[src/rtl/fuzzy_pkg.sv]
// Shared types and constants for the fuzzy controller rule-firing stage.
// Latency: n/a (types, constants and a pure function only).
// Backpressure: n/a.
package fuzzy_pkg;

   localparam int W       = 8;     // grade width
   localparam int TOPO    = 100;   // full-membership grade value
   localparam int N_SETS  = 3;     // fuzzy sets per input
   localparam int N_RULES = 9;     // N_SETS * N_SETS

   localparam logic [3:0] LAST_RULE = 4'(N_RULES - 1);

   typedef enum logic [1:0] {
      ST_IDLE = 2'd0,
      ST_SCAN = 2'd1,
      ST_EMIT = 2'd2,
      ST_FIN  = 2'd3
   } state_t;

   // i selects the x1 set, j selects the x2 set
   typedef struct packed {
      logic [1:0] i;
      logic [1:0] j;
   } rule_ij_t;

   // Rule number r = 3*i + j split back into its (i, j) pair
   function automatic rule_ij_t rule_ij(input logic [3:0] r);
      rule_ij_t ij;
      case (r)
         4'd0:    ij = '{i: 2'd0, j: 2'd0};
         4'd1:    ij = '{i: 2'd0, j: 2'd1};
         4'd2:    ij = '{i: 2'd0, j: 2'd2};
         4'd3:    ij = '{i: 2'd1, j: 2'd0};
         4'd4:    ij = '{i: 2'd1, j: 2'd1};
         4'd5:    ij = '{i: 2'd1, j: 2'd2};
         4'd6:    ij = '{i: 2'd2, j: 2'd0};
         4'd7:    ij = '{i: 2'd2, j: 2'd1};
         4'd8:    ij = '{i: 2'd2, j: 2'd2};
         default: ij = '{i: 2'd0, j: 2'd0};
      endcase
      return ij;
   endfunction

endpackage

[src/rtl/min_grade.sv]
// Two-input unsigned minimum of membership grades (min t-norm).
// Latency: combinational, zero cycles.
// Backpressure: none; pure datapath.
module min_grade
   import fuzzy_pkg::*;
(
   input  logic [W-1:0] a,
   input  logic [W-1:0] b,
   output logic [W-1:0] y
);

   // Unsigned compare; ties return a (identical value either way)
   always_comb begin
      y = (a <= b) ? a : b;
   end

endmodule

[src/rtl/fou_rule_firing.sv]
// Rule firing: latches 12 FOU grades + activity mask, streams min-t-norm firing intervals for rules 0..8.
// Latency: START at edge 0 -> first OUT_VALID in cycle 2; 2 cycles per emitted rule, 1 per skipped rule; DONE after last rule.
// Backpressure: OUT_VALID/data held until OUT_READY; scan stalls in EMIT. Macro ZERO_SKIP_EN skips rules the mask marks inactive.
module fou_rule_firing
   import fuzzy_pkg::*;
(
   input  logic         CLK,
   input  logic         RESET,
   input  logic         START,
   input  logic [W-1:0] FOU_01_UP,
   input  logic [W-1:0] FOU_02_UP,
   input  logic [W-1:0] FOU_03_UP,
   input  logic [W-1:0] FOU_01_LOW,
   input  logic [W-1:0] FOU_02_LOW,
   input  logic [W-1:0] FOU_03_LOW,
   input  logic [W-1:0] FOU_04_UP,
   input  logic [W-1:0] FOU_05_UP,
   input  logic [W-1:0] FOU_06_UP,
   input  logic [W-1:0] FOU_04_LOW,
   input  logic [W-1:0] FOU_05_LOW,
   input  logic [W-1:0] FOU_06_LOW,
   input  logic [5:0]   Ativo_UP,
   input  logic         OUT_READY,
   output logic         OUT_VALID,
   output logic [3:0]   RULE_IDX,
   output logic [W-1:0] F_UP,
   output logic [W-1:0] F_LOW,
   output logic         BUSY,
   output logic         DONE
);

   state_t      state;
   logic [3:0]  idx;
   logic [5:0]  mask_q;
   logic [W-1:0] x1_up_q  [N_SETS];
   logic [W-1:0] x1_low_q [N_SETS];
   logic [W-1:0] x2_up_q  [N_SETS];
   logic [W-1:0] x2_low_q [N_SETS];

   rule_ij_t     ij;
   logic [W-1:0] sel_x1_up;
   logic [W-1:0] sel_x1_low;
   logic [W-1:0] sel_x2_up;
   logic [W-1:0] sel_x2_low;
   logic         x1_act;
   logic         x2_act;
   logic         rule_act;
   logic [W-1:0] min_up;
   logic [W-1:0] min_low;

   // 3:1 muxes: pick the x1 grades/mask bit for set i and the x2 ones for set j
   always_comb begin
      ij = rule_ij(idx);
      case (ij.i)
         2'd0:    begin sel_x1_up = x1_up_q[0]; sel_x1_low = x1_low_q[0]; x1_act = mask_q[5]; end
         2'd1:    begin sel_x1_up = x1_up_q[1]; sel_x1_low = x1_low_q[1]; x1_act = mask_q[4]; end
         default: begin sel_x1_up = x1_up_q[2]; sel_x1_low = x1_low_q[2]; x1_act = mask_q[3]; end
      endcase
      case (ij.j)
         2'd0:    begin sel_x2_up = x2_up_q[0]; sel_x2_low = x2_low_q[0]; x2_act = mask_q[2]; end
         2'd1:    begin sel_x2_up = x2_up_q[1]; sel_x2_low = x2_low_q[1]; x2_act = mask_q[1]; end
         default: begin sel_x2_up = x2_up_q[2]; sel_x2_low = x2_low_q[2]; x2_act = mask_q[0]; end
      endcase
`ifdef ZERO_SKIP_EN
      rule_act = x1_act & x2_act;
`else
      // Every rule is emitted; the mask term is kept only so the latched mask stays observable
      rule_act = (x1_act & x2_act) | 1'b1;
`endif
   end

   min_grade u_min_up (
      .a (sel_x1_up),
      .b (sel_x2_up),
      .y (min_up)
   );

   min_grade u_min_low (
      .a (sel_x1_low),
      .b (sel_x2_low),
      .y (min_low)
   );

   // Scan FSM with registered outputs; grades and mask are frozen at START
   always_ff @(posedge CLK or negedge RESET) begin
      if (!RESET) begin
         state     <= ST_IDLE;
         idx       <= 4'd0;
         mask_q    <= 6'd0;
         OUT_VALID <= 1'b0;
         RULE_IDX  <= 4'd0;
         F_UP      <= '0;
         F_LOW     <= '0;
         BUSY      <= 1'b0;
         DONE      <= 1'b0;
         for (int k = 0; k < N_SETS; k++) begin
            x1_up_q[k]  <= '0;
            x1_low_q[k] <= '0;
            x2_up_q[k]  <= '0;
            x2_low_q[k] <= '0;
         end
      end else begin
         case (state)
            ST_IDLE: begin
               if (START) begin
                  x1_up_q[0]  <= FOU_01_UP;
                  x1_up_q[1]  <= FOU_02_UP;
                  x1_up_q[2]  <= FOU_03_UP;
                  x1_low_q[0] <= FOU_01_LOW;
                  x1_low_q[1] <= FOU_02_LOW;
                  x1_low_q[2] <= FOU_03_LOW;
                  x2_up_q[0]  <= FOU_04_UP;
                  x2_up_q[1]  <= FOU_05_UP;
                  x2_up_q[2]  <= FOU_06_UP;
                  x2_low_q[0] <= FOU_04_LOW;
                  x2_low_q[1] <= FOU_05_LOW;
                  x2_low_q[2] <= FOU_06_LOW;
                  mask_q      <= Ativo_UP;
                  idx         <= 4'd0;
                  BUSY        <= 1'b1;
                  state       <= ST_SCAN;
               end
            end
            ST_SCAN: begin
               if (rule_act) begin
                  RULE_IDX  <= idx;
                  F_UP      <= min_up;
                  F_LOW     <= min_low;
                  OUT_VALID <= 1'b1;
                  state     <= ST_EMIT;
               end else if (idx == LAST_RULE) begin
                  DONE  <= 1'b1;
                  state <= ST_FIN;
               end else begin
                  idx <= idx + 4'd1;
               end
            end
            ST_EMIT: begin
               if (OUT_READY) begin
                  OUT_VALID <= 1'b0;
                  if (idx == LAST_RULE) begin
                     DONE  <= 1'b1;
                     state <= ST_FIN;
                  end else begin
                     idx   <= idx + 4'd1;
                     state <= ST_SCAN;
                  end
               end
            end
            default: begin
               DONE  <= 1'b0;
               BUSY  <= 1'b0;
               state <= ST_IDLE;
            end
         endcase
      end
   end

endmodule

[config.mk]
export PLATFORM = sky130hd
export DESIGN_NAME = fou_rule_firing
export DESIGN_NICKNAME = d
export VERILOG_FILES = /design/src/rtl/fuzzy_pkg.sv /design/src/rtl/min_grade.sv /design/src/rtl/fou_rule_firing.sv
export SDC_FILE = /design/constraint.sdc
export NUM_CORES = 1
export LEC_CHECK = 0
export CAP_MARGIN = 20
export CORE_ASPECT_RATIO = 0.9
export CORE_MARGIN = 2
export CORE_UTILIZATION = 50
export CTS_CLUSTER_DIAMETER = 50
export DETAILED_ROUTE_END_ITERATION = 8
export PLACE_DENSITY = 0.78
export SYNTH_ARGS = -nofsm -noshare
export SYNTH_HDL_FRONTEND = slang
export SYNTH_HIERARCHICAL = 1
export SYNTH_SLANG_ARGS = --single-unit
[constraint.sdc]
create_clock -name CLK -period 3.9 [get_ports CLK]
set_clock_uncertainty 0.1 [all_clocks]
set_input_delay 0.78 -clock CLK [delete_from_list [all_inputs] [get_ports CLK]]
set_output_delay 0.78 -clock CLK [all_outputs]
set_load 0.05 [all_outputs]
== Word level (Yosys, flattened, before mapping) ==
Memory sizes are Yosys's and may differ from the RTL's.
Index checks and enable logic that the tools add are counted.

* Add/sub/neg operators: 1
* $lt $le $gt $ge: 2
* Equality and inequality tests: 9
* Muxes and demuxes: 21
* Bitwise operators: 2
* Reductions and logical operators: 13

{| class="wikitable"
|+ Operators with widths
! operator !! count
|-
| case mux 8 bit (2 select lines) || 4
|-
| <= comparator 8 bit || 2
|-
| 2-to-1 mux 8 bit || 2
|-
| 2-to-1 mux 4 bit || 3
|-
| != test 2 bit (second input constant) || 4
|-
| case mux 4 bit (2 select lines) || 1
|-
| AND reduction 2 bit || 4
|-
| equality test 2 x 1 -> 1 bit (second input constant) || 3
|-
| zero test 2 bit || 3
|-
| 2-to-1 mux 2 bit || 3
|-
| case mux 1 bit (2 select lines) || 3
|-
| case mux 2 bit (3 select lines) || 1
|-
| adder 4 x 1 -> 4 bit (second input constant) || 1
|-
| equality test 4 bit (second input constant) || 1
|-
| 2-to-1 mux 1 bit || 4
|-
| AND reduction 4 bit || 1
|-
| nonzero test 2 bit || 2
|-
| OR reduction 2 bit || 2
|-
| AND reduction 3 bit || 1
|-
| equality test 2 bit (second input constant) || 1
|-
| inverter 1 bit || 2
|}

* Flip-flop bits (word level): 125
* ROM bits: 64
* Input port bits: 106
* Output and inout port bits: 23
* Word-level logic and storage cells: 69
* Memories: 1

{| class="wikitable"
|+ Memories
! name !! words !! width !! rd ports !! clocked after memory_dff !! write ports !! line !! source
|-
| (name not given) || 16 || 4 || 1 || 0 || 0 || fuzzy_pkg.sv:29 || <nowiki>case (r)</nowiki>
|}

== Depth between registers and ports, before layout ==
An unclocked memory read counts as a cell.

* Depth after elaboration: 5
* Mapped depth: 15
* Mapped depth without buffers: 14

== Hierarchy ==
The synthesis kept the hierarchy.

{| class="wikitable"
|+ By module, submodules not included
! module !! instances !! cells an instance !! area an instance (um2) !! seq. area each (um2)
|-
| fou_rule_firing || 1 || 402 || 5,581.6 || 3,128.0
|-
| min_grade (u_min_low) || 1 || 35 || 315.3 || 0.0
|-
| min_grade (u_min_up) || 1 || 35 || 304.0 || 0.0
|}

== Worst setup path before layout ==
OpenSTA, ideal clock, no wires.

* Path type: register -> register
* Start point: reg idx[1]
* End point: reg F_LOW[7]
* Setup time: 0.125 ns
* Arrival time: 3.282 ns
* Required time: 3.675 ns
* Setup slack: 0.393 ns
* Cell stages (with the launch flop): 15
* Buffers on the path: 1
* Period minus slack after synthesis: 3.507 ns
* Cells stage by stage: dfrtp_1 > inv_1 > ha_1 > a211oi_4 > buf_8 > mux2i_1 > o21ai_2 > inv_1 > ha_1 > nor2b_4 > o211ai_2 > a21oi_2 > o22ai_4 > mux2_2 > mux2_2

* Cells in the longest elaborated chain, start to end: 5
* Elaborated cells between the ends (all ways): 9
* Those cells by class: order compare (1); eq/ne (2); mux (3); reduce/logical (2); memory (1)

{| class="wikitable"
|+ RTL lines
! what !! line !! source
|-
| start, declared || fou_rule_firing.sv:33 || <nowiki>logic [3:0] idx;</nowiki>
|-
| start signal, assigned || fou_rule_firing.sv:135 || <nowiki>idx <= idx + 4'd1;</nowiki>
|-
| start signal, assigned || fou_rule_firing.sv:145 || <nowiki>idx <= idx + 4'd1;</nowiki>
|-
| memory (16 x 4 bit) * || - ||
|-
| equality test 2 x 1 -> 1 bit or zero test 2 bit (tied branches) || - ||
|-
| case mux 8 bit (2 select lines) * || fou_rule_firing.sv:59 || <nowiki>case (ij.j)</nowiki>
|-
| named net sel_x2_low[1] || fou_rule_firing.sv:44 || <nowiki>logic [W-1:0] sel_x2_low;</nowiki>
|-
| <= comparator 8 bit * || min_grade.sv:14 || <nowiki>y = (a <= b) ? a : b;</nowiki>
|-
| 2-to-1 mux 8 bit * || min_grade.sv:14 ||
|-
| named net min_low[7] || fou_rule_firing.sv:49 || <nowiki>logic [W-1:0] min_low;</nowiki>
|-
| end signal, assigned || fou_rule_firing.sv:128 || <nowiki>F_LOW <= min_low;</nowiki>
|-
| end, declared || fou_rule_firing.sv:27 || <nowiki>output logic [W-1:0] F_LOW,</nowiki>
|}

Mark *: on every way through the listed nets, which the timed path passes. The rest lies on a longest branch.
A chain may end at the register's enable or synchronous reset.

== Worst setup path in the final report ==
* Start point: reg idx[0]
* End point: reg F_LOW[0]

Same word-level chain as after synthesis.

==> metrics.txt <==
status=completed; share of layout cells above drive strength 1=31.76%; RR Endpoint=F_LOW[0]$_DFFE_PN0P_; WS Path Type=reg2reg; initial core utilization=51.35%; port bufs=122; CP startpoint kind=flop; Slew @ Worst Pin=0.8508 ns; CP required=4.09 ns; worst reg2reg setup slack=around 0.22 ns; post-layout min period=3.679 ns; GPL Wtd Cong=0.8042; global-route wire length before repair=22.57 mm; register area share after synthesis=about half; DR WL/cell=17.74 µm; Worst Setup End Kind=flop; post-layout net count=roughly 730; Syn-to-layout area delta=33.70%; VDD IR max=about 0.65 mV; Max FO, Critical Path=16; Finish-stage setup viols=0; CP Cell Sequence=inv_1, ha_1, a211oi_4, buf_12, mux2i_1, o21ai_2, inv_1, ha_1, nor2b_4, o211ai_2, a21oi_2, o22ai_4, mux2_2, mux2_2; CTS Sinks=125; Synth warnings=6; pin count of the biggest net entering global routing=around 100; HP Class=in2async; worst reg-to-reg path cell count=14; vias per inst=5.380; total grt overflow=0; num ports=between 100 and 150; DR iter-0 viols=260; number of routed nets with antenna violations=0; initial antenna violation count=0; later-pin clock latency in the skew report=0.41 ns; Pwr Total=8.492 mW; syn nets=602; fin worst setup slack=0.2212 ns; worst slack, placed=roughly 0.17 ns; antenna cells=0; Unique masters post-synth=44; deepest clock path buffer count=2; crit share post-route=94.33%; CP Launch Point=idx[0]$_DFFE_PN0P_; pwr dens=1024 nW/µm²; number of synthesized register bits=around 130; Core ar.=between 10000 and 15000 µm²; Avg Cell Area, Syn=13.14 µm²; die width=121.4 µm; Mapped Area=approximately 6200 µm²; Syn Inst Count=472; Root Buffer=clkbuf_16; clock-pin slew on the worst setup and hold paths=approximately 0.060 ns; DIE AREA=13310 µm²; slowest CP cell=dfrtp_1; r2r startpoint=idx[0]$_DFFE_PN0P_; total CTS buffers=17; routed wire length=about 14 mm; DIE HEIGHT=109.7 µm; leak pwr=3.611 nW; MaxCap Viol Count=0; Slowest Stage Delay on Critical Path=0.44 ns; via total after detailed routing=4164; RSZ-0062 raised after global routing=false; GR Util All Layers=approximately 22%; Final Hold Vio Count=0; row cnt=38; hpwl dp=between 9 and 10 mm; Post-CTS Setup Repair Bufs=0; # H-tree levels=4; CP Buf/Inv Count=3; Final Max Slew Viols=0; crit path DAT=3.87 ns; setup_tns=0 ns; # DRC=0; TritonCTS clock tree=built; CP top delay family=compound AO/OA/AOI/OAI gates; vias in the first global route=approximately 4500; maximum clock frequency=271.8 MHz; drt first pass iters=4; Rel. slew slack=43.28%
-- report_power, final --
| part | internal, mW | switching (mW) | leakage, nW |
|---|---|---|---|
| Sequential | 1.96 | 0.354 | 1.49 |
| Clock | 1.18 | 0.555 | 0.315 |
| Combinational | 2.23 | 2.22 | 1.80 |
| Total | 5.37 | 3.12 | 3.61 |
-- area by class of cell --
type	instances	area [µm²]
clock buffer	21	470.5
tap	160	200.2
multi-input combinational	302	2867
clock inverter	11	187.7
timing repair buffer	132	1351
fill	869	3786
inverter	23	86.33
sequential	125	3128
-- state kept, by name (all words and copies together) (netlist names) --
signal,count
x1_up_q,24
x1_low_q,24
OUT_VALID,1
DONE,1
x2_up_q,24
F_LOW,8
state,2
RULE_IDX,4
idx,4
F_UP,8
BUSY,1
x2_low_q,24
-- layout by cell type (no fill, tap or decap), drive strengths merged, types with 4 or more instances in the layout --
| cell | count |
|---|---|
| a21o | 16 |
| a21oi | 10 |
| a22o | 17 |
| buf | 11 |
| bufinv | 5 |
| clkbuf | 21 |
| clkdlybuf4s50 | 121 |
| dfrtp | 125 |
| ha | 24 |
| inv | 23 |
| mux2 | 133 |
| mux2i | 17 |
| nand2 | 20 |
| nand4 | 4 |
| nor2 | 12 |
| nor2b | 5 |
| o21ai | 21 |
-- cell families after synthesis --
family,after synthesis,share of synthesized area [%]
buffers and inverters,45,3.510
adder cells (fa/ha/maj),24,4.843
AO/OA/AOI/OAI,77,9.968
multiplexers,150,26.96
AND/OR/NAND/NOR,50,4.136
flip-flops,125,50.44
XOR/XNOR,1,0.1413
-- worst reg2reg max path: stages (launching register included) --
cell and delay [ns]:
dfrtp_1 0.44, inv_1 0.11, ha_1 0.36, a211oi_4 0.29, buf_12 0.22, mux2i_1 0.12
o21ai_2 0.22, inv_1 0.07, ha_1 0.30, nor2b_4 0.13, o211ai_2 0.14, a21oi_2 0.09
o22ai_4 0.31, mux2_2 0.40, mux2_2 0.26
-- per-layer routing --
layer,GRT usage (%),vias up,share of wire (%)
met4,8.210,0,1.6
met2,38.32,104,50
met3,5.342,17,4.9
met5,0,-,0
met1,27.80,2087,44
li1,-,1956,-
-- synth_stat cells (all sizes together) --
| cell type | count | area share, % |
|---|---|---|
| mux2i | 17 | 2.7 |
| nor2 | 12 | 0.89 |
| nand3 | 1 | 0.081 |
| inv | 23 | 1.4 |
| and3b | 1 | 0.14 |
| a31oi | 1 | 0.10 |
| clkbuf | 5 | 0.32 |
| a211oi | 2 | 0.52 |
| o211ai | 2 | 0.40 |
| nand3b | 2 | 0.24 |
| nand2 | 20 | 1.2 |
| nor4 | 1 | 0.10 |
| ha | 24 | 4.8 |
| a2111o | 1 | 0.18 |
| dfrtp | 125 | 50 |
| xnor2 | 1 | 0.14 |
| nor3b | 1 | 0.20 |
| a21o | 16 | 1.9 |
| buf | 17 | 1.8 |
| o22ai | 3 | 0.75 |
| mux2 | 133 | 24 |
| o22a | 2 | 0.28 |
| nand4 | 4 | 0.40 |
| nor3 | 3 | 0.24 |
| o31ai | 1 | 0.34 |
| nor2b | 5 | 0.63 |
| a22o | 17 | 2.4 |
| o21a | 1 | 0.12 |
| a21oi | 10 | 0.93 |
| o21ai | 21 | 2.0 |
-- timing repair --
action,CTS,global route
resized for setup,0,2
setup endpoints to repair,0,15
endpoints found under the hold margin,0,0
hold buffers,0,0
-- stage by stage --
| step | cells | hold WS [ns] | cell area [µm²] | util [%] |
|---|---|---|---|---|
| final | 774 | 0.3752 | 8290 | 68.65 |
| after global routing | 774 | 0.4139 | 8290 | 68.65 |
| after CTS | 773 | 0.3936 | 8275 | 68.52 |
| after detailed placement | 741 | 0.3828 | 7617 | 63.08 |
| after global placement | 741 | 0.3581 | 7617 | 63.08 |
| after floorplan | 472 | 0.3399 | 6201 | - |
-- worst max-delay path by stage --
stage                            to  slack (ns)  depth (start not counted)
6_report       F_LOW[0]$_DFFE_PN0P_        0.22                         14
3_3_place_gp   F_LOW[2]$_DFFE_PN0P_        0.26                         12
5_1_grt         F_UP[7]$_DFFE_PN0P_       0.007                         14
4_1_cts        F_LOW[0]$_DFFE_PN0P_        0.13                         12
2_1_floorplan  F_LOW[7]$_DFFE_PN0P_        0.39                         14
3_5_place_dp   F_LOW[2]$_DFFE_PN0P_        0.17                         12
Note: power is estimated with default switching activity, not from simulation.
